$ cat config.mk
export PLATFORM = sky130hd
export DESIGN_NAME = hazard_control_unit
export DESIGN_NICKNAME = d
export VERILOG_FILES = /design/src/rtl/cpu_types_pkg.sv /design/src/rtl/hazard_control_unit_sat_counter.sv /design/src/rtl/hazard_control_unit.sv
export SDC_FILE = /design/constraint.sdc
export NUM_CORES = 1
export LEC_CHECK = 0
export ABC_AREA = 1
export CAP_MARGIN = 20
export CORE_MARGIN = 1.5
export CORE_UTILIZATION = 50
export CTS_CLUSTER_SIZE = 24
export DETAILED_ROUTE_END_ITERATION = 16
export PLACE_DENSITY_LB_ADDON = 0.3
export REMOVE_ABC_BUFFERS = 1
export SYNTH_ARGS = -nofsm -noshare
export SYNTH_HDL_FRONTEND = slang
export SYNTH_SLANG_ARGS = --single-unit
$ cat constraint.sdc
create_clock -name CLK -period 2.15 [get_ports CLK]
set_input_delay 0.3225 -clock CLK [delete_from_list [all_inputs] [get_ports CLK]]
set_output_delay 0.3225 -clock CLK [all_outputs]
set_load 0.01 [all_outputs]
$ cat src/rtl/cpu_types_pkg.sv
// Shared pipeline types for the sequencing controller: register index, controller
// state and the bundle of pipeline-register controls it drives.
package cpu_types_pkg;

   typedef logic [4:0] regbits_t;

   typedef enum logic [1:0] {
      RUN    = 2'd0,
      DWAIT  = 2'd1,
      HALTED = 2'd2
   } hcu_state_t;

   typedef struct packed {
      logic pc_en;
      logic ifid_en;
      logic idex_en;
      logic exmem_en;
      logic memwb_en;
      logic flush_ifid;
      logic flush_idex;
      logic flush_exmem;
   } hcu_ctrl_t;

   localparam hcu_ctrl_t CTRL_NONE     = hcu_ctrl_t'(8'b0000_0000);
   localparam hcu_ctrl_t CTRL_ADVANCE  = hcu_ctrl_t'(8'b1111_1000);
   localparam hcu_ctrl_t CTRL_LOADUSE  = hcu_ctrl_t'(8'b0001_1010);
   localparam hcu_ctrl_t CTRL_REDIRECT = hcu_ctrl_t'(8'b1000_1111);
   localparam hcu_ctrl_t CTRL_DRETIRE  = hcu_ctrl_t'(8'b0000_1001);

   // Register 0 is hardwired, so a load targeting it never creates a dependency.
   function automatic logic load_use(input logic     memren_ex,
                                     input regbits_t regwrite_ex,
                                     input regbits_t rs_id,
                                     input regbits_t rt_id);
      return memren_ex && (regwrite_ex != '0) &&
             ((regwrite_ex == rs_id) || (regwrite_ex == rt_id));
   endfunction

endpackage

$ cat src/rtl/hazard_control_unit_sat_counter.sv
// Saturating up-counter with asynchronous clear; holds at all-ones instead of wrapping.
module sat_counter #(
   parameter int W = 32
) (
   input  logic         clk_i,
   input  logic         rst_ni,
   input  logic         inc_i,
   output logic [W-1:0] count_o
);

   logic [W-1:0] count_q;
   logic [W-1:0] count_d;

   always_comb begin
      count_d = count_q;
      if (inc_i && (count_q != {W{1'b1}})) begin
         count_d = count_q + {{(W-1){1'b0}}, 1'b1};
      end
   end

   always_ff @(posedge clk_i or negedge rst_ni) begin
      if (!rst_ni) begin
         count_q <= '0;
      end else begin
         count_q <= count_d;
      end
   end

   assign count_o = count_q;

endmodule

$ cat src/rtl/hazard_control_unit.sv
// Pipeline sequencing controller: priority decode of halt, data-memory waits,
// redirects and load-use hazards into register enables, flushes and PC write.
module hazard_control_unit
   import cpu_types_pkg::*;
#(
   parameter int CNT_W = 32
) (
   input  logic             CLK,
   input  logic             nRST,
   input  logic             ihit,
   input  logic             dhit,
   input  logic             dmemren_mem,
   input  logic             dmemwen_mem,
   input  logic             memren_ex,
   input  logic [4:0]       regwrite_ex,
   input  logic [4:0]       rs_id,
   input  logic [4:0]       rt_id,
   input  logic             redirect_mem,
   input  logic             halt_wb,
   output logic             ifid_en,
   output logic             idex_en,
   output logic             exmem_en,
   output logic             memwb_en,
   output logic             flush_ifid,
   output logic             flush_idex,
   output logic             flush_exmem,
   output logic             pc_en,
   output logic             halt,
   output logic [CNT_W-1:0] stall_cycles
);

   hcu_state_t state_q;
   hcu_state_t state_d;
   hcu_ctrl_t  ctrl;
   logic       memreq;
   logic       adv;
   logic       loaduse;
   logic       stall_inc;

   assign memreq  = dmemren_mem | dmemwen_mem;
   assign adv     = ihit & ~memreq;
   assign loaduse = load_use(memren_ex, regwrite_ex, rs_id, rt_id);

   // Outputs are Mealy; nRST gates them so the pipeline is frozen during reset.
   always_comb begin
      ctrl    = CTRL_NONE;
      state_d = state_q;
      if (!nRST) begin
         ctrl = CTRL_NONE;
      end else if (state_q == HALTED) begin
         state_d = HALTED;
      end else if (halt_wb) begin
         state_d = HALTED;
      end else if (memreq) begin
         if (dhit) begin
            // Retire the access into MEM/WB and bubble EX/MEM; ID/EX holds the EX op.
            ctrl    = CTRL_DRETIRE;
            state_d = RUN;
         end else begin
            state_d = DWAIT;
         end
      end else begin
         state_d = RUN;
         if (adv) begin
            if (redirect_mem) begin
               ctrl = CTRL_REDIRECT;
            end else if (loaduse) begin
               ctrl = CTRL_LOADUSE;
            end else begin
               ctrl = CTRL_ADVANCE;
            end
         end
      end
   end

   always_ff @(posedge CLK or negedge nRST) begin
      if (!nRST) begin
         state_q <= RUN;
      end else begin
         state_q <= state_d;
      end
   end

   assign pc_en       = ctrl.pc_en;
   assign ifid_en     = ctrl.ifid_en;
   assign idex_en     = ctrl.idex_en;
   assign exmem_en    = ctrl.exmem_en;
   assign memwb_en    = ctrl.memwb_en;
   assign flush_ifid  = ctrl.flush_ifid;
   assign flush_idex  = ctrl.flush_idex;
   assign flush_exmem = ctrl.flush_exmem;
   assign halt        = (state_q == HALTED);

   // The cycle that enters HALTED is not counted as a stall.
   assign stall_inc = (state_q != HALTED) && (state_d != HALTED) && !ctrl.pc_en;

   sat_counter #(
      .W(CNT_W)
   ) u_stall_cnt (
      .clk_i  (CLK),
      .rst_ni (nRST),
      .inc_i  (stall_inc),
      .count_o(stall_cycles)
   );

endmodule

* Word level (Yosys, flattened, before mapping)
Index checks and enable logic that the tools add are counted.
** Operators by class
- Add/subtract/negate cells :: 1
- Equal/unequal tests :: 6
- Muxes and demuxes :: 13
- Bitwise gates (word level) :: 3
- Reduce and logical (&&, ||, !) cells :: 8
** Operators by type and width (count)
- two-way mux 8 bit :: 7
- adder 32 x 1 -> 32 bit (second input constant) :: 1
- != test 32 bit (second input constant) :: 1
- equality test 5 bit :: 2
- two-way mux 2 bit :: 4
- logical AND 1 bit :: 5
- nonzero test 5 bit :: 1
- two-way mux 4 bit :: 1
- != test 2 bit (second input constant) :: 2
- equality test 2 bit (second input constant) :: 1
- bitwise AND 1 bit :: 1
- logical NOT 1 bit :: 1
- logical OR 1 bit :: 1
- two-way mux 1 bit :: 1
- inverter 1 bit :: 1
- bitwise OR 1 bit :: 1
** Storage, ports and cells
- Register bits :: 34
- Input bits :: 24
- Output and inout port bits :: 41
- Word-level logic and storage cells :: 33

* Longest topological paths before layout
Gate-level depths: netlist of run 1.
- Word-level depth :: 13
- Depth in mapped cells :: 12
- Depth with buffers taken out :: 11

* Hierarchy
From an unflattened synthesis of run 1, not the netlist that was laid out.
** Second synthesis, totals
- Cell total of the unflattened synthesis :: 415
- Area, all modules :: 2600.0 um^2
** Modules (own cells, without submodules)
- sat_counter :: times used 1, cells an instance 333, area an instance 2190.9 um^2, seq. area each 800.8 um^2
- hazard_control_unit :: times used 1, cells an instance 82, area an instance 409.1 um^2, seq. area each 50.0 um^2

* Worst setup path before layout of run 1
OpenSTA, ideal clock, no wires.
- Path type :: reg-to-reg
- From :: register u_stall_cnt.count_q[0], in the netlist u_stall_cnt.count_o[0]
- To :: register u_stall_cnt.count_q[1], in the netlist u_stall_cnt.count_o[1]
- Library setup time :: 0.119 ns
- Arrival time :: 1.628 ns
- Required time :: 2.031 ns
- Path slack :: 0.402 ns
- Stages on the path, launching flop included :: 10
- Buffers on the path :: 1
- Path through :: dfrtp_1 ha_1 nand3_2 nor2_4 nand4_2 inv_2 nand4_4 buf_2 nand4_1 nand2_1
** Between the ends
- Longest elaborated chain between the ends :: 2
- Elaborated cells on any way between the ends :: 3
- Classes of those cells :: 1 x add/sub; 1 x eq/ne; 1 x reduce/logical
** Ends and longest elaborated chain
- start, declared :: line hazard_control_unit_sat_counter.sv:11 : logic [W-1:0] count_q;
- start signal, assigned :: line hazard_control_unit_sat_counter.sv:25 : count_q <= count_d;
- parallel branches: the longest is 2 deep, another holds adder 32 x 1 -> 32 bit
Parallel ways; which one is timed is not known.
A chain may end at the register's enable or synchronous reset.

* Final worst setup path of run 1
- From :: input dmemwen_mem
- To :: output ifid_en
** Between the ends
- Longest elaborated chain between the ends :: 8
** Ends and longest elaborated chain
- start, declared :: line hazard_control_unit.sv:13 : input logic dmemwen_mem,
- bitwise OR 1 bit * :: line hazard_control_unit.sv:40 : assign memreq = dmemren_mem | dmemwen_mem;
- inverter 1 bit :: line hazard_control_unit.sv:41 : assign adv = ihit & ~memreq;
- bitwise AND 1 bit :: line hazard_control_unit.sv:41
- two-way mux 8 bit :: line hazard_control_unit.sv:64 : if (adv) begin
- two-way mux 8 bit * :: line hazard_control_unit.sv:54 : end else if (memreq) begin
- two-way mux 8 bit * :: line hazard_control_unit.sv:52 : end else if (halt_wb) begin
- two-way mux 8 bit * :: line hazard_control_unit.sv:50 : end else if (state_q == HALTED) begin
- two-way mux 8 bit * :: line hazard_control_unit.sv:48 : if (!nRST) begin
- end, declared :: line hazard_control_unit.sv:20 : output logic ifid_en,
Every way passes the cells marked *; elsewhere a longest branch is shown, timed or not.

==> results, run 1 <==
- The type of the worst setup path is in2out.
- In this run the cell area of the synthesized design comes to ~2700 µm².
- The ratio of final minimum period to clock period is 94.9%.
- After layout, the worst setup slack is 0.109 ns.
- The first TritonRoute pass finished after 7 iterations.
- Yosys mapped the design onto 29 distinct sky130hd cell types.
- The actual slew at the worst max-slew pin is 0.404 ns.
- From synthesis to final layout, the design area changed by 33.3%.
- Measured along the y axis, the die boundary spans approximately 76 µm.
- The critical path data arrival time is 1.72 ns.
- For this design the ratio of total power to cell area is 415 nW/µm².
- The sum of negative setup slack is 0 ns.
- After global routing the overflow that remains totals 0.
- The worst clock skew on the final layout is around 0.0055 ns.
- The tool flagged a number of max-cap violations equal to 0.
- The signal on the critical path passes through clkdlybuf4s50_1, nor2_2, nand2_1, inv_1, nand3_1, buf_4, nor2_1, dlygate4sd2_1.
- After detailed placement, the total cell area comes to approximately 3500 µm².
- The width of the die is 76.4 µm.
- The maximum ir drop on the vdd rail is ~480 µV.
- The number of failing hold endpoints at the final stage was 0.
- STA classifies the critical path startpoint as a primary input.
- The capturing element type of the critical path is an output port.
- The first-pass GRT wire length is 13.3 mm.
- The synthesis warning total is 0.
- The HPWL after detailed placement is ~6.0 mm.
- The post-layout utilization of the core is 69.9%.
- Prior to clock tree synthesis, the placed netlist has a worst setup slack of -0.285 ns.
- Fill cells in the final layout number ~470.
- Setup violations remaining at the end of the flow were counted as 0.
- After synthesis, the mean cell area works out to 6.34 µm².
- For this design, the slowest cell found on the critical path is sky130_fd_sc_hd__clkdlybuf4s50_1.
- The sequential area share after synthesis is between 30% and 40%.
- Counting every instance in the synthesized netlist gives 425.
- The area of the die is roughly 5800 µm².
- For this run, the total global-route usage over all layers was measured as 27.9%.
- Along the worst path, the maximum fanout reaches 4.
- The number of max-slew violations in the final report is 0.
- The routability congestion estimate from global placement is between 0.9 and 1.
- The core outline area is between 5000 and 6000 µm².
- The number of nets still failing antenna checks after routing is 0.
- The initial utilization of the core area, before any placement, comes to a little over half.
- The cell row count is 26.
- Using the TritonRoute via totals, the vias-per-cell ratio works out to roughly 5.3.
- In the final routed layout, each cell accounts on average for 13.6 µm.
- The register bit count reported by yosys is 34.
- The worst pin sits at a relative slew slack of 72.9%.
- At the later pin of the worst-skew pair, clock insertion delay measures 0.29 ns.
- In this run, CTS created clock tree buffers numbering 5.
- The longest clock path from root to sink contains 2 buffers.
- The number of nets in the finished design is approximately 530.
- The repair_antennas step left the layout with diodes totalling 0.
- In the routed design, unresolved DRC markers number 0.
- The via count of the first global-routing pass is 2911.
- The H-tree was split into 2 levels.
- Setup repair after global routing could not meet its margin everywhere.
- The kind of cell adding the most delay to the critical path is buffers and inverters.
- The clock tree from TritonCTS is built.
- The number of buffer cells added on primary ports is 64.
- The class of the worst hold path is in2async.
- Timing would allow up to roughly 500 MHz.
- The worst path needs around 2.0 ns of the cycle, external delays included.
- The clock-pin slew of the registers on the worst-case setup and hold paths is 0.07 ns.
- The routed design has around 7.8 mm of wire.
- Across all hold checks on the routed design, the worst slack comes to 0.0867 ns.
- The library cells used most frequently in the layout, excluding fill and tap cells, are sky130_fd_sc_hd__nand2_1 (183), sky130_fd_sc_hd__clkdlybuf4s50_1 (50), sky130_fd_sc_hd__nor2_1 (47), sky130_fd_sc_hd__inv_1 (43), sky130_fd_sc_hd__nand4_1 (35).
- The run finished with clean final reports.
- The number of buffers and inverters on the critical path is 4.
- The library cell used most frequently in the layout, excluding fill and tap cells, is sky130_fd_sc_hd__nand2_1.
- The data required time at the worst endpoint is 1.83 ns.
- The fraction of layout cells with a size suffix above 1 is under 10%.
- The via count is 3017.
- The number of DRC markers after the initial detailed-route iteration is 164.
- The number of antenna violations at the first check in global routing is 0.
- The top-level port count is between 60 and 70.
- For this design the static power due to leakage is roughly 1.8 nW.
- Once layout is done, the placed cells without fillers occupy about 3600 µm².
- On the worst path, the slowest cell contributes a delay of 0.43 ns.
- For this design, the sink count on the clock tree is 34.
- The maximum number of pins on one net before global-route repair is 33.
- The clock root buffer master is sky130_fd_sc_hd__clkbuf_8.
[cell usage after synthesis, drive strengths merged]
cell / count / area (µm²)
nand2: 184 / 691
nor2: 50 / 198
inv: 46 / 173
nand4: 38 / 274
dfrtp: 34 / 851
nand3: 14 / 75.1
nor3: 12 / 81.3
buf: 10 / 71.3
xor2: 10 / 87.6
nand3b: 7 / 52.6
xnor2: 6 / 52.6
a21oi: 3 / 15.0
clkbuf: 3 / 11.3
o21ai: 3 / 15.0
a21boi: 1 / 7.51
a31oi: 1 / 6.26
ha: 1 / 12.5
o21bai: 1 / 11.3
o32ai: 1 / 8.76
[state kept, by name (all words and copies together), names as in the netlist]
signal,count
u_stall_cnt.count_o,32
state_q,2
[cell families after synthesis]
kind of cell | count (synthesis) | synth area share (%)
adder cells (fa/ha/maj) | 1 | 0.464
flip-flops | 34 | 31.6
XOR/XNOR | 16 | 5.20
buffers and inverters | 59 | 9.48
AO/OA/AOI/OAI | 10 | 2.37
AND/OR/NAND/NOR | 305 | 50.9
[metrics by stage]
stage / std cells / total power [mW]
global placement: 563 / 0.989
detailed placement: 563 / 1.00
global route: 572 / 1.56
CTS: 572 / 1.50
finish: 572 / 1.49
floorplan: 412 / 0.833
[what timing repair did]
item	4_1_cts	5_1_grt
setup endpoints to repair	7	5
buffers inserted	0	0
resized for setup	11	10
gates cloned	0	0
endpoints found under the hold margin	3	0
hold buffers	1	0
pin swaps	0	2
[path summary, 6_finish.rpt]
path	cells after the start	slack [ns]	from	endpoint
max	8	0.11	dmemwen_mem	ifid_en
min	2	0.09	nRST	u_stall_cnt.count_o[0]$_DFFE_PN0P_
max reg2reg	9	0.26	u_stall_cnt.count_o[1]$_DFFE_PN0P_	u_stall_cnt.count_o[24]$_DFFE_PN0P_
min reg2reg	2	0.55	state_q[0]$_DFF_PN0_	state_q[0]$_DFF_PN0_
max in group asynchronous	3	1.45	nRST	u_stall_cnt.count_o[29]$_DFFE_PN0P_
min in group CLK	3	0.39	nRST	state_q[0]$_DFF_PN0_
[worst register-to-register path, delay by kind of cell (launching register included)]
kind	cells	cell delay, ns
adder cells (fa/ha/maj)	1	0.27
flip-flops	1	0.39
AND/OR/NAND/NOR	7	1.04
buffers and inverters	1	0.11
[layer usage]
metal / vias up / track usage [%] / part of all wire (%)
met3: 12 / 4.31 / 4.8
met5: - / 0 / 0
met2: 93 / 47.9 / 49
li1: 1506 / - / -
met1: 1406 / 35.9 / 45
met4: 0 / 9.44 / 1.4
[final cells by class]
cell class,instances,area [µm²],share of cell area (%)
clock buffers,7,86.3,2.40
clock inverters,1,5.00,0.139
inverters,46,173,4.81
multi-input cells,332,1600,44.5
flip-flops and latches,34,851,23.7
well taps,70,87.6,2.44
repair buffers,82,790,22.0
[power breakdown]
group	leakage, nW	internal, mW	total, mW	switching, mW
combinational	1.29	0.143	0.294	0.152
sequential	0.466	0.665	0.694	0.0292
clock	0.0482	0.259	0.500	0.242
Power figures use the tool's default switching activity.
==> run 2, diff against run 1 <==
- GPL_TIMING_DRIVEN: unset -> 0
==> results, run 2 (same netlist as run 1, synthesis figures left out) <==
- The flow ran to the end, and the final reports show no timing, DRC or antenna violations.
- The relative area change from synthesis to final layout is 34.2%.
- The maximum number of pins on one net before global-route repair is 40 (+21%).
- Setup repair after global routing left no endpoint under its margin.
- The first-pass GRT wire length is 13.8 mm (+3.2%).
- The worst clock skew on the final layout was 0.00342 ns (-0.00210 ns).
- The worst register-to-register path ends at u_stall_cnt.count_o[20]$_DFFE_PN0P_.
- The final critical-path required period came to 2.03 ns (-0.00772 ns).
- Grouping stages by cell kind, the critical path spends the most delay in buffers and inverters.
- The critical path data arrival time is 1.71 ns (about the same).
- In this run the clock root is driven by a sky130_fd_sc_hd__clkbuf_8.
- The worst max-slew margin expressed relative to the limit came to 35.1% (-38 points).
- The via count is 3024 (+0.23%).
- The leakage power is 1.81 nW (+0.30%).
- The number of detailed-routing iterations run before antenna repair is 4 (-3).
- The fraction of layout cells with a size suffix above 1 was 8.67% (-0.096 points).
- The number of failing hold endpoints at the final stage is 0 (unchanged).
- The top achievable clock speed is 492 MHz (+0.38%).
- The highest net fanout along the worst path is 4 (unchanged).
- The post-placement worst setup slack is -0.863 ns (-0.578 ns).
- The maximum ir drop on the vdd rail is 533 µV (+10%).
- The total of fill cells in the finished design was 449 (-4.7%).
- The number of nets still failing antenna checks after routing is 0 (unchanged).
- The internal reg-to-reg setup slack is 0.15 ns (-0.11 ns).
- The via count of the first global-routing pass is 2917 (+0.21%).
- The number of remaining DRC errors is 0 (unchanged).
- The clock tree buffer depth is 2 (unchanged).
- The routability congestion estimate from global placement is 0.928 (-1.9%).
- The number of max-slew violations in the final report is 0 (unchanged).
- The number of clock buffers inserted by TritonCTS was 5 (unchanged).
- The type of the worst setup path is in2out.
- The worst hold slack was 0.00976 ns (-0.0769 ns).
- On the critical path, the stage with the largest delay is an instance of sky130_fd_sc_hd__clkdlybuf4s50_1.
- The number of H-tree levels is 2 (unchanged).
- The remaining global-route overflow is 0 (unchanged).
- The top-level port count is 65 (unchanged).
- The final count of negative-setup-slack endpoints is 0 (unchanged).
- Leaving out fill and tap cells, the most frequent cells in the layout are sky130_fd_sc_hd__nand2_1 (183), sky130_fd_sc_hd__clkdlybuf4s50_1 (48), sky130_fd_sc_hd__nor2_1 (45), sky130_fd_sc_hd__inv_1 (43), sky130_fd_sc_hd__nand4_1 (35).
- The ratio of total power to cell area came to 401 nW/µm² (-3.3%).
- The final worst setup slack is 0.117 ns (+0.00772 ns).
- The actual slew at the worst max-slew pin is 0.973 ns (+0.569 ns).
- The worst-case reg-to-reg path depth was 9 (unchanged).
- The number of antenna violations at the first check in global routing came to 0 (unchanged).
- The initial core utilization is 52.4% (unchanged).
- The clock network latency to the later pin of the worst-skew pair came to 0.29 ns (about the same).
- TritonCTS built the clock tree.
- The number of buffer cells added on primary ports is 64 (unchanged).
- The mean number of vias per cell was 5.34 (+1.3%).
- The clock sink count is 34 (unchanged).
- The reg-to-reg startpoint is u_stall_cnt.count_o[0]$_DFFE_PN0P_.
- The data required time at the worst endpoint is 1.83 ns (about the same).
- The number of nets in the finished design is 522 (-0.76%).
- The number of DRC markers after the initial detailed-route iteration is 186 (+13%).
- The total power came to 1.45 mW (-2.6%).
- The detailed placement HPWL is 5.49 mm (-9.0%).
- The clock-pin slew of the registers on the worst-case setup and hold paths is 0.07 ns (about the same).
- The global routing usage summed across all routing layers came to 29.0% (+1.1 points).
- The worst setup path is launched from a primary input.
- The ratio of final minimum period to clock period came to 94.6% (-0.36 points).
- Counting stages on the worst path, the most repeated cell is sky130_fd_sc_hd__nand2_1.
- The core outline area came to 5140 µm² (unchanged).
- Walking the worst path, the cells encountered are clkdlybuf4s50_1, inv_1, nand2_1, nand2_1, nor2_1, nand3_1, nand2_1, nand2_2, a21oi_1, dlygate4sd2_1.
- Leaving out fill and tap cells, the most frequent cell in the layout is sky130_fd_sc_hd__nand2_1.
- The overall die height was 76.4 µm (unchanged).
- The area of the die came to 5840 µm² (unchanged).
- The number of max-capacitance violations reported is 0 (unchanged).
- The routed wirelength normalized by instance count is 14.3 µm (+5.7%).
- The width of the die came to 76.4 µm (unchanged).
- In this run the worst hold path is classified as in2async.
- The cell row count is 26 (unchanged).
- The final antenna diode count was 0 (unchanged).
- The overall routed net length is 8.12 mm (+4.6%).
- The number of flip-flops in the largest register was 32 (unchanged).
- The largest stage delay on the critical path is 0.48 ns (+0.05 ns).
- The total buffers and inverters traversed by the critical path is 3 (-1).
- The worst setup path is captured at an output port.
- The hold buffer count at cts was 0 (-1).
==> run 2: changes by cell type in the layout (fill, tap and decap cells not counted), sizes merged <==
cell / delta
a21oi: +1
buf: -6
clkbuf: -2
clkdlybuf4s50: -2
clkinv: -1
dlygate4sd3: -1
dlymetal6s2s: +3
nand4: +2
==> run 2: stage by stage <==
stage | std cells | TNS (ns) | utilization (%) | instance area [µm²]
after floorplan | 412 | -17.33 | - | 2610
after global placement | 546 | -119.19 | 65.0 | 3340
after detailed placement | 547 | -16.13 | 65.4 | 3360
after CTS | 564 | -0.0933 | 69.6 | 3580
after global routing | 566 | 0 | 70.3 | 3610
final | 566 | 0 | 70.3 | 3610
==> run 2: where the power goes <==
part	leakage [nW]	total, mW	internal (mW)	switching (mW)
Clock	0.0431	0.480	0.247	0.233
Sequential	0.465	0.710	0.667	0.0430
Combinational	1.30	0.259	0.126	0.134
==> run 2: area by class of cell <==
cell class / instances / area [µm²] / share of cell area [%]
Multi-Input combinational cell: 335 / 1680 / 46.3
Clock buffer: 6 / 82.6 / 2.28
Timing Repair Buffer: 75 / 744 / 20.6
Inverter: 46 / 173 / 4.78
Sequential cell: 34 / 852 / 23.6
Tap cell: 70 / 87.6 / 2.42
==> run 2: what timing repair did <==
item                       CTS  global route
cloned                       2             1
resized for setup           15            14
setup endpoints to repair   39            36
pin swaps                    2             6
setup buffers                9             1
==> run 2: worst max path at each step <==
stage               slack [ns]  cells after the start                                  to                 start
floorplan                -0.55                      6  u_stall_cnt.count_o[0]$_DFFE_PN0P_  state_q[1]$_DFF_PN0_
global placement         -3.25                      5  u_stall_cnt.count_o[2]$_DFFE_PN0P_                  nRST
detailed placement       -0.86                     12                               pc_en        regwrite_ex[1]
CTS                      -0.09                     12                               pc_en        regwrite_ex[1]
global route            0.0002                     13  u_stall_cnt.count_o[8]$_DFFE_PN0P_              rt_id[2]
finish                    0.12                     10                          flush_idex              rt_id[1]
==> run 2: layer usage <==
metal	GRT usage [%]	wire [µm]	vias up
met2	48.3	3890	106
met4	10.0	287	0
li1	-	-	1505
met5	0	0	-
met1	38.2	3470	1385
met3	4.55	473	28
==> run 3, diff against run 2 <==
- CORE_UTILIZATION: 50 -> 54
- clock period: 2.15 -> 2.5 ns (I/O delays scaled with it)
==> results, run 3 (same netlist as run 1, synthesis figures left out) <==
- The number of remaining DRC errors is 0 (unchanged).
- The clock network latency to the later pin of the worst-skew pair was 0.29 ns (about the same).
- The maximum ir drop on the vdd rail is 456 µV (-14%).
- The worst clock skew on the final layout is 0.00385 ns (+0.000435 ns).
- The routed wirelength normalized by instance count is 13.9 µm (-2.9%).
- The number of nets in the finished design is 513 (-1.7%).
- The final antenna diode count is 0 (unchanged).
- The mean number of vias per cell is 5.38 (+0.75%).
- The flow ran to the end, and the final reports show no timing, DRC or antenna violations.
- The ratio of final minimum period to clock period is 96.2%.
- The leakage power is 1.70 nW (-5.8%).
- The number of detailed-routing iterations run before antenna repair is 5 (+1).
- The type of the worst setup path is in2out.
- Counting stages on the worst path, the most repeated cell is sky130_fd_sc_hd__clkdlybuf4s50_1.
- The clock-pin slew of the registers on the worst-case setup and hold paths was 0.07 ns (about the same).
- The final worst setup slack came to 0.0953 ns (-0.0217 ns).
- The internal reg-to-reg setup slack is 0.22 ns (+0.07 ns).
- The clock sink count is 34 (unchanged).
- The kind of cell adding the most delay to the critical path is buffers and inverters.
- The remaining global-route overflow is 0 (unchanged).
- The initial core utilization is 56.7% (+4.2 points).
- The post-route cell area is 3540 µm² (-2.1%).
- The number of antenna violations at the first check in global routing is 0 (unchanged).
- The top achievable clock speed is 416 MHz.
- The first-pass GRT wire length came to 12.6 mm (-8.3%).
- The data required time at the worst endpoint is 2.12 ns (+0.29 ns).
- The actual slew at the worst max-slew pin came to 1.03 ns (+0.0599 ns).
- The number of clock buffers inserted by TritonCTS came to 5 (unchanged).
- The overall die height is 73.6 µm (-3.6%).
- Setup repair after global routing left no endpoint under its margin.
- The worst max-slew margin expressed relative to the limit came to 31.0% (-4.1 points).
- The number of H-tree levels is 2 (unchanged).
- The clock tree buffer depth came to 2 (unchanged).
- The routability congestion estimate from global placement is 0.946 (+1.9%).
- The highest net fanout along the worst path is 2 (-2).
- The total buffers and inverters traversed by the critical path is 2 (-1).
- The number of buffer cells added on primary ports is 64 (unchanged).
- The capturing element type of the critical path is an output port.
- The cell row count is 25 (-3.8%).
- The hold buffer count at cts is 0 (unchanged).
- On the critical path, the stage with the largest delay is an instance of sky130_fd_sc_hd__clkdlybuf4s50_1.
- The critical path launch point type is a primary input.
- The placed instance area is 3360 µm² (-0.11%).
- The ratio of total power to cell area was 372 nW/µm² (-7.3%).
- The clock tree from TritonCTS is built.
- Walking the worst path, the cells encountered are clkdlybuf4s50_1, nor2_1, nand2_1, a21oi_1, a21boi_0, clkdlybuf4s50_1.
- The tree is rooted in a sky130_fd_sc_hd__clkbuf_8.
- From synthesis to final layout, the design area changed by 31.4%.
- The global routing usage summed across all routing layers is 30.1% (+1.1 points).
- The number of DRC markers after the initial detailed-route iteration is 272 (+46%).
- The post-layout utilization of the core was 74.4% (+4.1 points).
- The area of the die is 5420 µm² (-7.1%).
- The number of max-capacitance violations reported is 0 (unchanged).
- The library cells used most frequently in the layout, excluding fill and tap cells, are sky130_fd_sc_hd__nand2_1 (183), sky130_fd_sc_hd__clkdlybuf4s50_1 (59), sky130_fd_sc_hd__nor2_1 (46), sky130_fd_sc_hd__inv_1 (44), sky130_fd_sc_hd__nand4_1 (35).
- The top-level port count is 65 (unchanged).
- The post-placement worst setup slack is -0.696 ns (+0.167 ns).
- The commonest non-fill, non-tap cell in the layout is sky130_fd_sc_hd__nand2_1.
- The overall routed net length is 7.75 mm (-4.6%).
- The largest stage delay on the critical path came to 0.56 ns (+0.08 ns).
- The number of failing hold endpoints at the final stage is 0 (unchanged).
- The final critical-path required period is 2.40 ns.
- The width of the die is 73.6 µm (-3.6%).
- The detailed placement HPWL came to 5.36 mm (-2.5%).
- The core outline area is 4750 µm² (-7.5%).
- The via count was 2993 (-1.0%).
- The final count of negative-setup-slack endpoints is 0 (unchanged).
- The min-delay analysis places its worst path in the category in2async.
- The number of max-slew violations in the final report came to 0 (unchanged).
- The critical path data arrival time is 2.03 ns (+0.32 ns).
- The maximum number of pins on one net before global-route repair is 40 (unchanged).
- The number of flip-flops in the largest register was 32 (unchanged).
- The via count of the first global-routing pass is 2753 (-5.6%).
- The number of nets still failing antenna checks after routing is 0 (unchanged).
- The fraction of layout cells with a size suffix above 1 is 6.54% (-2.1 points).
[run 3: changes by cell type in the layout (fill, tap and decap cells not counted), sizes merged]
| cell | change |
|---|---|
| buf | -8 |
| dlymetal6s2s | -6 |
| clkbuf | +1 |
| a21oi | -1 |
| clkdlybuf4s50 | +11 |
| dlygate4sd2 | -4 |
[run 3: layout make-up]
type	count	area [µm²]
Clock buffer	8	110
Fill cell	388	1210
Inverter	46	173
Multi-Input combinational cell	334	1660
Sequential cell	34	851
Tap cell	67	83.8
Timing Repair Buffer	67	667
[run 3: final timing paths]
check                                                      end                               start  cells after the start
min in group CLK                          state_q[0]$_DFF_PN0_                state_q[0]$_DFF_PN0_                      2
max in group asynchronous  u_stall_cnt.count_o[13]$_DFFE_PN0P_                                nRST                      1
setup / recovery                                   flush_exmem                             halt_wb                      6
hold / removal              u_stall_cnt.count_o[3]$_DFFE_PN0P_                                nRST                      1
hold reg to reg                           state_q[0]$_DFF_PN0_                state_q[0]$_DFF_PN0_                      2
setup reg to reg            u_stall_cnt.count_o[2]$_DFFE_PN0P_  u_stall_cnt.count_o[0]$_DFFE_PN0P_                      8
[run 3: repair_timing]
item | 4_1_cts | 5_1_grt
resized for setup | 8 | 4
cloned | 1 | 1
setup buffers | 2 | 0
pin swaps | 2 | 1
endpoints found under the setup margin | 38 | 34
[run 3: power breakdown]
part / leakage [nW] / switching [mW] / internal (mW)
logic: 1.18 / 0.115 / 0.109
clock network: 0.0575 / 0.203 / 0.278
registers: 0.466 / 0.0378 / 0.572
[run 3: per-stage QoR]
step,power (mW),hold WS (ns),cells,TNS (ns)
after floorplan,0.716,0.0794,412,-6.23
after CTS,1.32,0.0675,555,0
after global placement,0.831,0.517,543,-105.62
final,1.32,0.0537,556,0
after detailed placement,0.838,0.524,544,-6.20
after global routing,1.37,0.0945,556,0
[run 3: routing by layer]
layer | routed length, µm | track usage [%] | vias up
li1 | - | - | 1492
met1 | 3270 | 38.7 | 1340
met2 | 3650 | 51.4 | 141
met3 | 679 | 5.08 | 20
met4 | 149 | 9.88 | 0
met5 | 0 | 0 | -
[run 3: worst reg2reg max path, delay by kind of cell, from the launching register on]
kind / cells / cell delay (ns)
fa+ha+maj: 1 / 0.28
buf+inv: 1 / 0.12
flops: 1 / 0.47
simple gates: 6 / 1.30
